$ cat config.mk
export PLATFORM = sky130hd
export DESIGN_NAME = board_draw_ctrl
export DESIGN_NICKNAME = d
export VERILOG_FILES = /design/src/rtl/board_draw_pkg.sv /design/src/rtl/rect_raster.sv /design/src/rtl/board_draw_ctrl.sv
export SDC_FILE = /design/constraint.sdc
export NUM_CORES = 1
export LEC_CHECK = 0
export CAP_MARGIN = 20
export CORE_MARGIN = 3
export CORE_UTILIZATION = 35
export CTS_CLUSTER_DIAMETER = 100
export CTS_CLUSTER_SIZE = 25
export DETAILED_ROUTE_END_ITERATION = 8
export HOLD_SLACK_MARGIN = 0.06
export PLACE_DENSITY = 0.54
export SLEW_MARGIN = 10
export SYNTH_ARGS = -nofsm -noshare
export SYNTH_HDL_FRONTEND = slang
export SYNTH_SLANG_ARGS = --single-unit
$ cat constraint.sdc
create_clock -name clock -period 4.7 [get_ports clock]
set_clock_uncertainty 0.15 [all_clocks]
set_input_delay 0.94 -clock clock [delete_from_list [all_inputs] [get_ports clock]]
set_output_delay 0.94 -clock clock [all_outputs]
set_load 0.005 [all_outputs]
$ cat src/rtl/board_draw_pkg.sv
// Shared types and constants for the BattleChip board draw engine.
package board_draw_pkg;

   typedef enum logic [1:0] {
      WATER = 2'd0,
      MISS  = 2'd1,
      HIT   = 2'd2,
      SUNK  = 2'd3
   } attack_t;

   localparam logic [2:0] COL_WATER = 3'b001;
   localparam logic [2:0] COL_MISS  = 3'b111;
   localparam logic [2:0] COL_HIT   = 3'b100;
   localparam logic [2:0] COL_SUNK  = 3'b110;

   localparam logic [2:0] REG_X      = 3'd0;
   localparam logic [2:0] REG_Y      = 3'd1;
   localparam logic [2:0] REG_TYPE   = 3'd2;
   localparam logic [2:0] REG_COMMIT = 3'd3;
   localparam logic [2:0] REG_CLEAR  = 3'd4;
   localparam logic [2:0] REG_STATUS = 3'd5;

   localparam int unsigned ST_IDLE   = 0;
   localparam int unsigned ST_FULL   = 1;
   localparam int unsigned ST_OVF    = 2;
   localparam int unsigned ST_RANGE  = 3;
   localparam int unsigned ST_CNT_LO = 4;

   typedef struct packed {
      logic       player;
      logic [3:0] x;
      logic [3:0] y;
      attack_t    kind;
   } cmd_t;

   function automatic logic [2:0] colour_of(input attack_t t);
      case (t)
         WATER:   return COL_WATER;
         MISS:    return COL_MISS;
         HIT:     return COL_HIT;
         default: return COL_SUNK;
      endcase
   endfunction

endpackage

$ cat src/rtl/rect_raster.sv
// Rasterises a w x h rectangle one pixel per clock, row-major, x fastest.
// The first pixel is emitted on the start cycle itself; done pulses with the last pixel.
module rect_raster (
   input  logic       clk_i,
   input  logic       rst_ni,
   input  logic       start_i,
   input  logic [8:0] x0_i,
   input  logic [7:0] y0_i,
   input  logic [9:0] w_i,
   input  logic [8:0] h_i,
   input  logic [2:0] colour_i,
   output logic [8:0] vga_x_o,
   output logic [7:0] vga_y_o,
   output logic [2:0] colour_o,
   output logic       plot_o,
   output logic       done_o
);

   logic       busy_q, busy_d;
   logic [8:0] x0_q, x0_d, xl_q, xl_d, cx_q, cx_d, vx_q, vx_d;
   logic [7:0] y0_q, y0_d, yl_q, yl_d, cy_q, cy_d, vy_q, vy_d;
   logic [2:0] col_q, col_d, vc_q, vc_d;
   logic       plot_q, plot_d, done_q, done_d;
   logic [8:0] cx;
   logic [7:0] cy;
   logic       act, last_col;

   always_comb begin
      x0_d   = start_i ? x0_i : x0_q;
      y0_d   = start_i ? y0_i : y0_q;
      xl_d   = start_i ? 9'(w_i - 10'd1) : xl_q;
      yl_d   = start_i ? 8'(h_i - 9'd1) : yl_q;
      col_d  = start_i ? colour_i : col_q;
      cx     = start_i ? '0 : cx_q;
      cy     = start_i ? '0 : cy_q;
      act    = start_i | busy_q;
      last_col = (cx == xl_d);
      busy_d = busy_q;
      cx_d   = cx_q;
      cy_d   = cy_q;
      vx_d   = vx_q;
      vy_d   = vy_q;
      vc_d   = vc_q;
      plot_d = 1'b0;
      done_d = 1'b0;
      if (act) begin
         vx_d   = x0_d + cx;
         vy_d   = y0_d + cy;
         vc_d   = col_d;
         plot_d = 1'b1;
         done_d = last_col && (cy == yl_d);
         busy_d = !(last_col && (cy == yl_d));
         if (last_col) begin
            cx_d = '0;
            cy_d = cy + 8'd1;
         end else begin
            cx_d = cx + 9'd1;
            cy_d = cy;
         end
      end
   end

   always_ff @(posedge clk_i or negedge rst_ni) begin
      if (!rst_ni) begin
         busy_q <= 1'b0;
         x0_q   <= '0;
         y0_q   <= '0;
         xl_q   <= '0;
         yl_q   <= '0;
         col_q  <= '0;
         cx_q   <= '0;
         cy_q   <= '0;
         vx_q   <= '0;
         vy_q   <= '0;
         vc_q   <= '0;
         plot_q <= 1'b0;
         done_q <= 1'b0;
      end else begin
         busy_q <= busy_d;
         x0_q   <= x0_d;
         y0_q   <= y0_d;
         xl_q   <= xl_d;
         yl_q   <= yl_d;
         col_q  <= col_d;
         cx_q   <= cx_d;
         cy_q   <= cy_d;
         vx_q   <= vx_d;
         vy_q   <= vy_d;
         vc_q   <= vc_d;
         plot_q <= plot_d;
         done_q <= done_d;
      end
   end

   assign vga_x_o  = vx_q;
   assign vga_y_o  = vy_q;
   assign colour_o = vc_q;
   assign plot_o   = plot_q;
   assign done_o   = done_q;

endmodule

$ cat src/rtl/board_draw_ctrl.sv
// Register-mapped draw engine: queues square commands and rasterises them, or a
// full-screen clear, onto the vga_adapter plot port.
module board_draw_ctrl
   import board_draw_pkg::*;
#(
   parameter int unsigned GRID_N     = 10,
   parameter int unsigned SQ_PX      = 8,
   parameter int unsigned SCR_W      = 320,
   parameter int unsigned SCR_H      = 240,
   parameter int unsigned X0_L       = 10,
   parameter int unsigned X0_R       = 170,
   parameter int unsigned Y0         = 40,
   parameter int unsigned FIFO_DEPTH = 4,
   parameter logic [2:0]  BG_COLOUR  = 3'b000
) (
   input  logic       clock,
   input  logic       reset_n,
   input  logic [2:0] addr,
   input  logic       wr_en,
   input  logic       rd_en,
   input  logic [7:0] data_in,
   output logic [7:0] data_out,
   output logic [8:0] VGA_X,
   output logic [7:0] VGA_Y,
   output logic [2:0] VGA_COLOUR,
   output logic       VGA_PLOT
);

   localparam int unsigned PW = $clog2(FIFO_DEPTH);

   if (X0_L + GRID_N * SQ_PX > SCR_W || X0_R + GRID_N * SQ_PX > SCR_W ||
       Y0 + GRID_N * SQ_PX > SCR_H || SCR_W > 511 || SCR_H > 255 ||
       GRID_N > 16 || SQ_PX < 2 || FIFO_DEPTH < 2 || FIFO_DEPTH > 15 ||
       (FIFO_DEPTH & (FIFO_DEPTH - 1)) != 0) begin : g_bad_params
      $error("board_draw_ctrl: board geometry or queue depth out of range");
   end

   typedef enum logic [1:0] {S_CLEAR, S_IDLE, S_POP, S_PAINT} state_t;

   state_t      state_q, state_d;
   logic        boot_q;
   logic [3:0]  stg_x_q, stg_y_q;
   attack_t     stg_type_q;
   cmd_t        fifo_q [FIFO_DEPTH];
   logic [PW-1:0] wr_ptr_q, rd_ptr_q;
   logic [3:0]  count_q;
   logic        clr_pend_q, clr_pend_d, ovf_q, rng_q;
   logic [7:0]  data_out_q, status;

   logic wr_commit, wr_clear, wr_status, range_bad, full, push, pop;
   logic rs_start, rs_clear, rs_done;
   logic [8:0] rs_x0, ox;
   logic [7:0] rs_y0, oy;
   logic [9:0] rs_w;
   logic [8:0] rs_h;
   logic [2:0] rs_col;
   cmd_t new_cmd, head;
   logic unused_data;

   assign unused_data = ^data_in[7:4];

   assign wr_commit = wr_en && (addr == REG_COMMIT);
   assign wr_clear  = wr_en && (addr == REG_CLEAR);
   assign wr_status = wr_en && (addr == REG_STATUS);
   assign range_bad = (5'(stg_x_q) >= 5'(GRID_N)) || (5'(stg_y_q) >= 5'(GRID_N));
   assign full      = (count_q == 4'(FIFO_DEPTH));
   assign push      = wr_commit && !range_bad && !full;
   assign pop       = (state_q == S_POP);
   assign new_cmd   = '{player: data_in[0], x: stg_x_q, y: stg_y_q, kind: stg_type_q};
   assign head      = fifo_q[rd_ptr_q];

   assign ox = (head.player ? 9'(X0_R) : 9'(X0_L)) + 9'(head.x) * 9'(SQ_PX);
   assign oy = 8'(Y0) + 8'(head.y) * 8'(SQ_PX);

   always_ff @(posedge clock or negedge reset_n) begin
      if (!reset_n) begin
         stg_x_q    <= '0;
         stg_y_q    <= '0;
         stg_type_q <= WATER;
         wr_ptr_q   <= '0;
         rd_ptr_q   <= '0;
         count_q    <= '0;
         ovf_q      <= 1'b0;
         rng_q      <= 1'b0;
         data_out_q <= '0;
      end else begin
         if (wr_en && addr == REG_X)    stg_x_q    <= data_in[3:0];
         if (wr_en && addr == REG_Y)    stg_y_q    <= data_in[3:0];
         if (wr_en && addr == REG_TYPE) stg_type_q <= attack_t'(data_in[1:0]);
         // Flush beats any pop issued in the same cycle.
         if (wr_clear) begin
            wr_ptr_q <= '0;
            rd_ptr_q <= '0;
            count_q  <= '0;
         end else begin
            if (push) wr_ptr_q <= wr_ptr_q + 1'b1;
            if (pop)  rd_ptr_q <= rd_ptr_q + 1'b1;
            if (push && !pop)      count_q <= count_q + 4'd1;
            else if (pop && !push) count_q <= count_q - 4'd1;
         end
         if (wr_commit && range_bad)      rng_q <= 1'b1;
         else if (wr_status && data_in[3]) rng_q <= 1'b0;
         if (wr_commit && !range_bad && full) ovf_q <= 1'b1;
         else if (wr_status && data_in[2])   ovf_q <= 1'b0;
         if (rd_en) data_out_q <= (addr == REG_STATUS) ? status : '0;
      end
   end

   always_ff @(posedge clock) begin
      if (push) fifo_q[wr_ptr_q] <= new_cmd;
   end

   always_comb begin
      status                       = '0;
      status[ST_IDLE]              = (state_q == S_IDLE) && (count_q == '0);
      status[ST_FULL]              = full;
      status[ST_OVF]               = ovf_q;
      status[ST_RANGE]             = rng_q;
      status[ST_CNT_LO +: 4]       = count_q;
   end

   always_comb begin
      state_d  = state_q;
      rs_start = 1'b0;
      rs_clear = 1'b0;
      case (state_q)
         S_CLEAR: begin
            if (boot_q) begin
               rs_start = 1'b1;
               rs_clear = 1'b1;
            end else if (rs_done) begin
               state_d = S_IDLE;
            end
         end
         S_IDLE: begin
            if (clr_pend_q || wr_clear) begin
               state_d  = S_CLEAR;
               rs_start = 1'b1;
               rs_clear = 1'b1;
            end else if (count_q != '0) begin
               state_d = S_POP;
            end
         end
         S_POP: begin
            rs_start = 1'b1;
            state_d  = S_PAINT;
         end
         default: begin
            if (rs_done) state_d = S_IDLE;
         end
      endcase

      // A running clear absorbs requests; otherwise they wait for IDLE.
      clr_pend_d = clr_pend_q;
      if (wr_clear && state_q != S_CLEAR) clr_pend_d = 1'b1;
      if (state_q == S_IDLE && state_d == S_CLEAR) clr_pend_d = 1'b0;

      if (rs_clear) begin
         rs_x0  = '0;
         rs_y0  = '0;
         rs_w   = 10'(SCR_W);
         rs_h   = 9'(SCR_H);
         rs_col = BG_COLOUR;
      end else begin
         rs_x0  = ox + 9'd1;
         rs_y0  = oy + 8'd1;
         rs_w   = 10'(SQ_PX - 1);
         rs_h   = 9'(SQ_PX - 1);
         rs_col = colour_of(head.kind);
      end
   end

   always_ff @(posedge clock or negedge reset_n) begin
      if (!reset_n) begin
         state_q    <= S_CLEAR;
         boot_q     <= 1'b1;
         clr_pend_q <= 1'b0;
      end else begin
         state_q    <= state_d;
         boot_q     <= 1'b0;
         clr_pend_q <= clr_pend_d;
      end
   end

   rect_raster u_raster (
      .clk_i    (clock),
      .rst_ni   (reset_n),
      .start_i  (rs_start),
      .x0_i     (rs_x0),
      .y0_i     (rs_y0),
      .w_i      (rs_w),
      .h_i      (rs_h),
      .colour_i (rs_col),
      .vga_x_o  (VGA_X),
      .vga_y_o  (VGA_Y),
      .colour_o (VGA_COLOUR),
      .plot_o   (VGA_PLOT),
      .done_o   (rs_done)
   );

   assign data_out = data_out_q;

endmodule

# Word level (Yosys, flattened, before mapping)
# Memory sizes are Yosys's and may differ from the RTL's.
# Cells that the tools add are included.
dict set report word_totals {
  register_bits 109
  ram_bits 44
  in_bits 15
  out_inout_bits 29
  memories 1
}
dict set report op_classes {
  n_addsub 14
  magnitude_cmp 2
  n_eq_ne 12
  mux 43
  n_bitwise 1
  reduce_logical 38
}
# name depth width rd rd_clocked_by_memory_dff wr line
set mem_list {}
lappend mem_list {fifo_q 4 11 1 0 1 board_draw_ctrl.sv:44} ;# cmd_t fifo_q [FIFO_DEPTH];
# operator n
set op_table {}
lappend op_table {{$mux W8} 8}
lappend op_table {{$mux W9} 6}
lappend op_table {{$add A9 B1 Y9 const B} 2}
lappend op_table {{$logic_and A1 B1 Y1} 18}
lappend op_table {{$add A8 B1 Y8 const B} 2}
lappend op_table {{$mux W2} 8}
lappend op_table {{$mux W1} 12}
lappend op_table {{$mux W4} 3}
lappend op_table {{$reduce_bool A2 Y1} 6}
lappend op_table {{$add A8 B7 Y9} 1}
lappend op_table {{$add A9 B9 Y9} 1}
lappend op_table {{$eq A9 B9 Y1} 1}
lappend op_table {{$pmux W3 S3} 1}
lappend op_table {{$sub A9 B1 Y9 const B} 1}
lappend op_table {{$add A6 B7 Y8 const A} 1}
lappend op_table {{$add A8 B8 Y8} 1}
lappend op_table {{$eq A8 B8 Y1} 1}
lappend op_table {{$ge A4 B4 Y1 const B} 2}
lappend op_table {{$sub A8 B1 Y8 const B} 1}
lappend op_table {{$eq A3 B2 Y1 const B} 2}
lappend op_table {{$eq A3 B3 Y1 const B} 2}
lappend op_table {{$logic_not A2 Y1} 3}
lappend op_table {{$mux W3} 2}
lappend op_table {{$pmux W2 S3} 1}
lappend op_table {{other kinds (16)} 24}

# Logic depth before layout (Yosys ltp)
dict set report logic_depth {
  word_depth 11
  ltp_mapped 17
  depth_no_buf 12
}

# Cells and area by module
# A second synthesis with hierarchy kept.
dict set report hier_totals {
  hier_cells 688
  hier_area_um2 7652.3
}
# mod n_inst cells_each area_per_inst_um2 seq_area_each_um2
set modules_own_cells {}
lappend modules_own_cells {rect_raster 1 446 4309.1 1926.8}
lappend modules_own_cells {board_draw_ctrl 1 242 3343.2 2123.3}

# Worst setup path before layout
# No wires, ideal clock.
dict set report synth_path {
  kind {in2reg}
  start {input port addr[1]}
  end {register u_raster.vx_q[6] (netlist: u_raster.vga_x_o[6])}
  setup_ns 0.069
  arrival_time_ns 3.404
  t_required_ns 4.481
  setup_slack_ns 1.078
  cell_stages 13
  path_buffers 3
  cell_sequence {and4bb_1 o22ai_1 buf_4 buf_2 clkbuf_1 and2_1 ha_1 fa_1 nand2_1 o31ai_4 a21oi_1 or4b_1 nand3_1}
}
dict set report synth_between {
  elab_chain_len 8
  word_cells_on_any_way 11
  classes_between {1 x add/sub; 1 x eq/ne; 6 x mux; 1 x bitwise; 2 x reduce/logical}
}
# item line
set synth_lines {}
lappend synth_lines {{from (decl)} board_draw_ctrl.sv:18} ;# input logic [2:0] addr,
lappend synth_lines {{$eq A3 B3 Y1 *} board_draw_ctrl.sv:63} ;# assign wr_clear = wr_en && (addr == REG_CLEAR);
lappend synth_lines {{$logic_and A1 B1 Y1 *} board_draw_ctrl.sv:63}
lappend synth_lines {{$logic_or A1 B1 Y1 *} board_draw_ctrl.sv:136} ;# if (clr_pend_q || wr_clear) begin
lappend synth_lines {{$mux W1 *} board_draw_ctrl.sv:136}
lappend synth_lines {{$pmux W1 S2} board_draw_ctrl.sv:126} ;# case (state_q)
lappend synth_lines {{$mux W9} board_draw_ctrl.sv:158} ;# if (rs_clear) begin
lappend synth_lines {{$mux W9} rect_raster.sv:29} ;# x0_d = start_i ? x0_i : x0_q;
lappend synth_lines {{$add A9 B9 Y9} rect_raster.sv:47} ;# vx_d = x0_d + cx;
lappend synth_lines {{to (signal assigned)} rect_raster.sv:87} ;# vx_q <= vx_d;
lappend synth_lines {{to (decl)} rect_raster.sv:20} ;# logic [8:0] x0_q, x0_d, xl_q, xl_d, cx_q, cx_d, vx_q, vx_d;
# Every way passes the cells marked *; elsewhere a longest branch is shown, timed or not.
# A chain may end at the register's enable or synchronous reset.

# Worst setup path after layout
dict set report layout_path {
  start {input port addr[1]}
  end {register u_raster.vy_q[6] (netlist: u_raster.vga_y_o[6])}
}
dict set report layout_between {
  elab_chain_len 8
  word_cells_on_any_way 11
  classes_between {1 x add/sub; 1 x eq/ne; 6 x mux; 1 x bitwise; 2 x reduce/logical}
}
# item line
set layout_lines {}
lappend layout_lines {{$eq A3 B3 Y1 *} board_draw_ctrl.sv:63}
lappend layout_lines {{$logic_and A1 B1 Y1 *} board_draw_ctrl.sv:63}
lappend layout_lines {{$logic_or A1 B1 Y1 *} board_draw_ctrl.sv:136}
lappend layout_lines {{$mux W1 *} board_draw_ctrl.sv:136}
lappend layout_lines {{$pmux W1 S2} board_draw_ctrl.sv:126}
lappend layout_lines {{$mux W8} board_draw_ctrl.sv:158}
lappend layout_lines {{$mux W8 *} rect_raster.sv:30} ;# y0_d = start_i ? y0_i : y0_q;
lappend layout_lines {{named net u_raster.y0_d[0]} rect_raster.sv:21} ;# logic [7:0] y0_q, y0_d, yl_q, yl_d, cy_q, cy_d, vy_q, vy_d;
lappend layout_lines {{$add A8 B8 Y8 *} rect_raster.sv:48} ;# vy_d = y0_d + cy;
lappend layout_lines {{to (signal assigned)} rect_raster.sv:88} ;# vy_q <= vy_d;
lappend layout_lines {{to (decl)} rect_raster.sv:21}
# The timed path passes the listed nets; every way through them passes the cells marked *.

==> results.json <==
{
  "outcome": "completed",
  "num_vias": 4786,
  "portBuffers": 39,
  "cts_setup_buffers": 0,
  "drtIter0Drc": 318,
  "area_growth_pct": 17.65,
  "critPathBufInv": 1,
  "setup-violations-final": 0,
  "wl_um": 15110,
  "place_ws_ns": 0.2436,
  "antenna_left": 0,
  "cts_inserted_buffers": 17,
  "drive_gt1_frac": 0.1184,
  "tns_ns": 0,
  "synth_largest_area_cell": "dfrtp_1",
  "root_buffer": "clkbuf_16",
  "synthCells": 623,
  "hold_violations": 0,
  "crit_slowest_cell": "clkdlybuf4s50_1",
  "grt_usage": 0.1414,
  "rsz0062_at_grt": "no",
  "final_max_slew_viol_count": 0,
  "ir_drop_mv": 0.2191,
  "startpoint_type": "primary input",
  "dieWidth_um": 150.8,
  "antenna_found_initial": 0,
  "synthesis.nets": 665,
  "clk_pin_slew_worst_paths_ns": 0.06,
  "worstPathRequired_ns": 4.82,
  "final_util": 0.4225,
  "first_pass_iters": 5,
  "yosys.cell_count.top_type": "dfrtp_1",
  "ys_top_cells_by_count": "dfrtp_1, nand2_1, edfxtp_1",
  "ys_warn_count": 0,
  "fmax_ghz": 0.2472,
  "yosysSeqAreaShare": 0.5521,
  "post-dp-hpwl_um": 10500,
  "cts_sinks": 153,
  "place_area_um2": 8075,
  "worstPathArrival_ns": 4.16,
  "grt_pass1_vias": 4806,
  "slew-limit-headroom": 0.3718,
  "holdBufCountCts": 0,
  "synth.distinct_cells": 72,
  "wl_per_cell_um": 15.84,
  "grt_max_degree": 45,
  "top_layer": "met4",
  "synth_area_per_cell_um2": 11.77,
  "fin_area_um2": 8631,
  "via_per_inst": 5.017,
  "netlist_area_um2": 7336,
  "ys_seq_elements": 153,
  "io_pins": 44,
  "gp_congestion": 0.8238,
  "grt_pass1_wl_um": 25050,
  "worst_pin_slew_ns": 0.9292,
  "max_stage_delay_ns": 0.51,
  "leakage_nw": 3.547,
  "cp_max_fo": 7,
  "netlist_top_cells_area": "dfrtp_1, edfxtp_1, ha_1",
  "fin_crit_ns": 4.045,
  "drc_errors": 0,
  "die_h_um": 150.8,
  "fillers": 1951,
  "multi_input_area_um2": 3095,
  "cts_htree_levels": 4,
  "cap_violations": 0,
  "grt_overflow": 0,
  "route.met3.wl_um": 603,
  "met2RoutedLength_um": 7043,
  "crit_chain": "clkdlybuf4s50_1, and4bb_1, nor2_1, nor3_1, o21ai_0, ha_1, ha_1, a21o_1, a21oi_1, o41ai_1, a21oi_1, xor2_1, o21ai_0",
  "post_cts_resized": 0,
  "fin_nets": 713,
  "pwr_density_cell_nw_per_um2": 353.3,
  "async_flop_share": 0.7124,
  "ys.flop_type": "dfrtp_1",
  "worstSkewPairLatency_ns": 0.42,
  "hp-class": "primary input to asynchronous set/reset pin",
  "end_kind": "register",
  "synth_edf_count": 44,
  "fin_ws_ns": 0.6552,
  "seqCellArea_um2": 4050,
  "core_area_um2": 20430,
  "num_rows": 52,
  "cts_tree": "yes",
  "finalCritPeriodShare": 0.8606,
  "initial_core_util": 0.3591,
  "yosysTopAreaCellShare": 0.3684,
  "crit_family": "compound AO/OA/AOI/OAI gates",
  "clockBufferDepth": 2,
  "antennaDiodeCount": 0,
  "met1_length_um": 7332,
  "design.die.area_um2": 22730,
  "critPathKind": "primary input to register"
}
-- path summary, 6_finish.rpt --
kind                                             start  slack (ns)  depth (start not counted)                              end
max in group asynchronous                      reset_n        3.16                          2           stg_y_q[2]$_DFFE_PN0P_
hold reg to reg            u_raster.col_q[2]$_DFF_PN0_        0.31                          2      u_raster.col_q[2]$_DFF_PN0_
min in group clock         u_raster.col_q[2]$_DFF_PN0_        0.31                          2      u_raster.col_q[2]$_DFF_PN0_
setup reg to reg               rd_ptr_q[0]$_DFFE_PN0P_        0.95                         11  u_raster.vga_x_o[8]$_DFFE_PN0P_
setup / recovery                               addr[1]        0.66                         13  u_raster.vga_y_o[6]$_DFFE_PN0P_
hold / removal                                 reset_n        0.30                          1        u_raster.plot_o$_DFF_PN0_
-- worst register-to-register path, cell delays in order (launching register included) --
cell	delay, ns
dfrtp_1	0.71
mux4_2	0.65
ha_1	0.38
xnor2_1	0.14
o21ai_0	0.30
ha_1	0.39
a21o_1	0.21
a21oi_1	0.21
o311ai_0	0.16
o211ai_1	0.14
xnor2_1	0.15
o21ai_1	0.07
-- flip-flops by register name, summed over array words and instances (netlist names), 3 cells and up --
name,flops
fifo_q,44
u_raster.cx_q,9
u_raster.vga_x_o,9
u_raster.x0_q,9
u_raster.xl_q,9
data_out,8
u_raster.cy_q,8
u_raster.vga_y_o,8
u_raster.y0_q,8
u_raster.yl_q,8
count_q,4
stg_x_q,4
stg_y_q,4
u_raster.col_q,3
u_raster.colour_o,3
-- through the flow --
stage                     power (mW)  hold WS, ns  std cells
after floorplan                1.705       0.2832        623
after global placement         1.797       0.2975        922
after detailed placement       1.815       0.3017        922
after CTS                      3.096       0.3105        954
after global routing           3.202       0.3335        954
final                          3.050       0.3027        954
-- kinds of logic after synthesis --
group,synth area share
DFF,0.5521
buffers and inverters,0.02678
xor gates and xnor gates,0.05611
other,0.0005112
and+or+nand+nor,0.1506
AOI/OAI and AO/OA,0.1081
muxes,0.05765
adders and majority gates,0.04810
-- area by class of cell --
| class | instances | area share |
|---|---|---|
| clock buffer | 23 | 0.05668 |
| clock inverter | 9 | 0.007683 |
| inverter | 19 | 0.008263 |
| multi-input combinational | 425 | 0.3587 |
| sequential | 153 | 0.4693 |
| tap | 270 | 0.03914 |
| timing repair buffer | 55 | 0.06031 |
-- placed cells by master, fill, tap and decap left out, drive strengths merged, types with 7 or more instances in the layout --
cell and n:
ha 25, nand2b 8, xor2 18, nor2 43
and2 27, a21oi 27, clkdlybuf4s50 38, inv 20
nand2 68, edfxtp 44, and3 9, dfrtp 108
o21ai 38, nand3 11, buf 17, mux4 11
clkinv 7, a21o 12, xnor2 29, clkbuf 23
mux2 11
-- where the power goes --
| part | total [mW] | internal [mW] | leakage, nW | switching [mW] |
|---|---|---|---|---|
| Sequential | 1.53 | 1.46 | 1.73 | 0.0765 |
| Clock | 1.27 | 0.737 | 0.273 | 0.529 |
| Combinational | 0.251 | 0.119 | 1.55 | 0.131 |
-- routing by layer --
metal	vias to the layer above	global-route usage
met5	-	0
met4	0	0.03808
met3	12	0.03351
met2	100	0.2253
met1	2360	0.1947
li1	2314	-
Power figures use the tool's default switching activity.
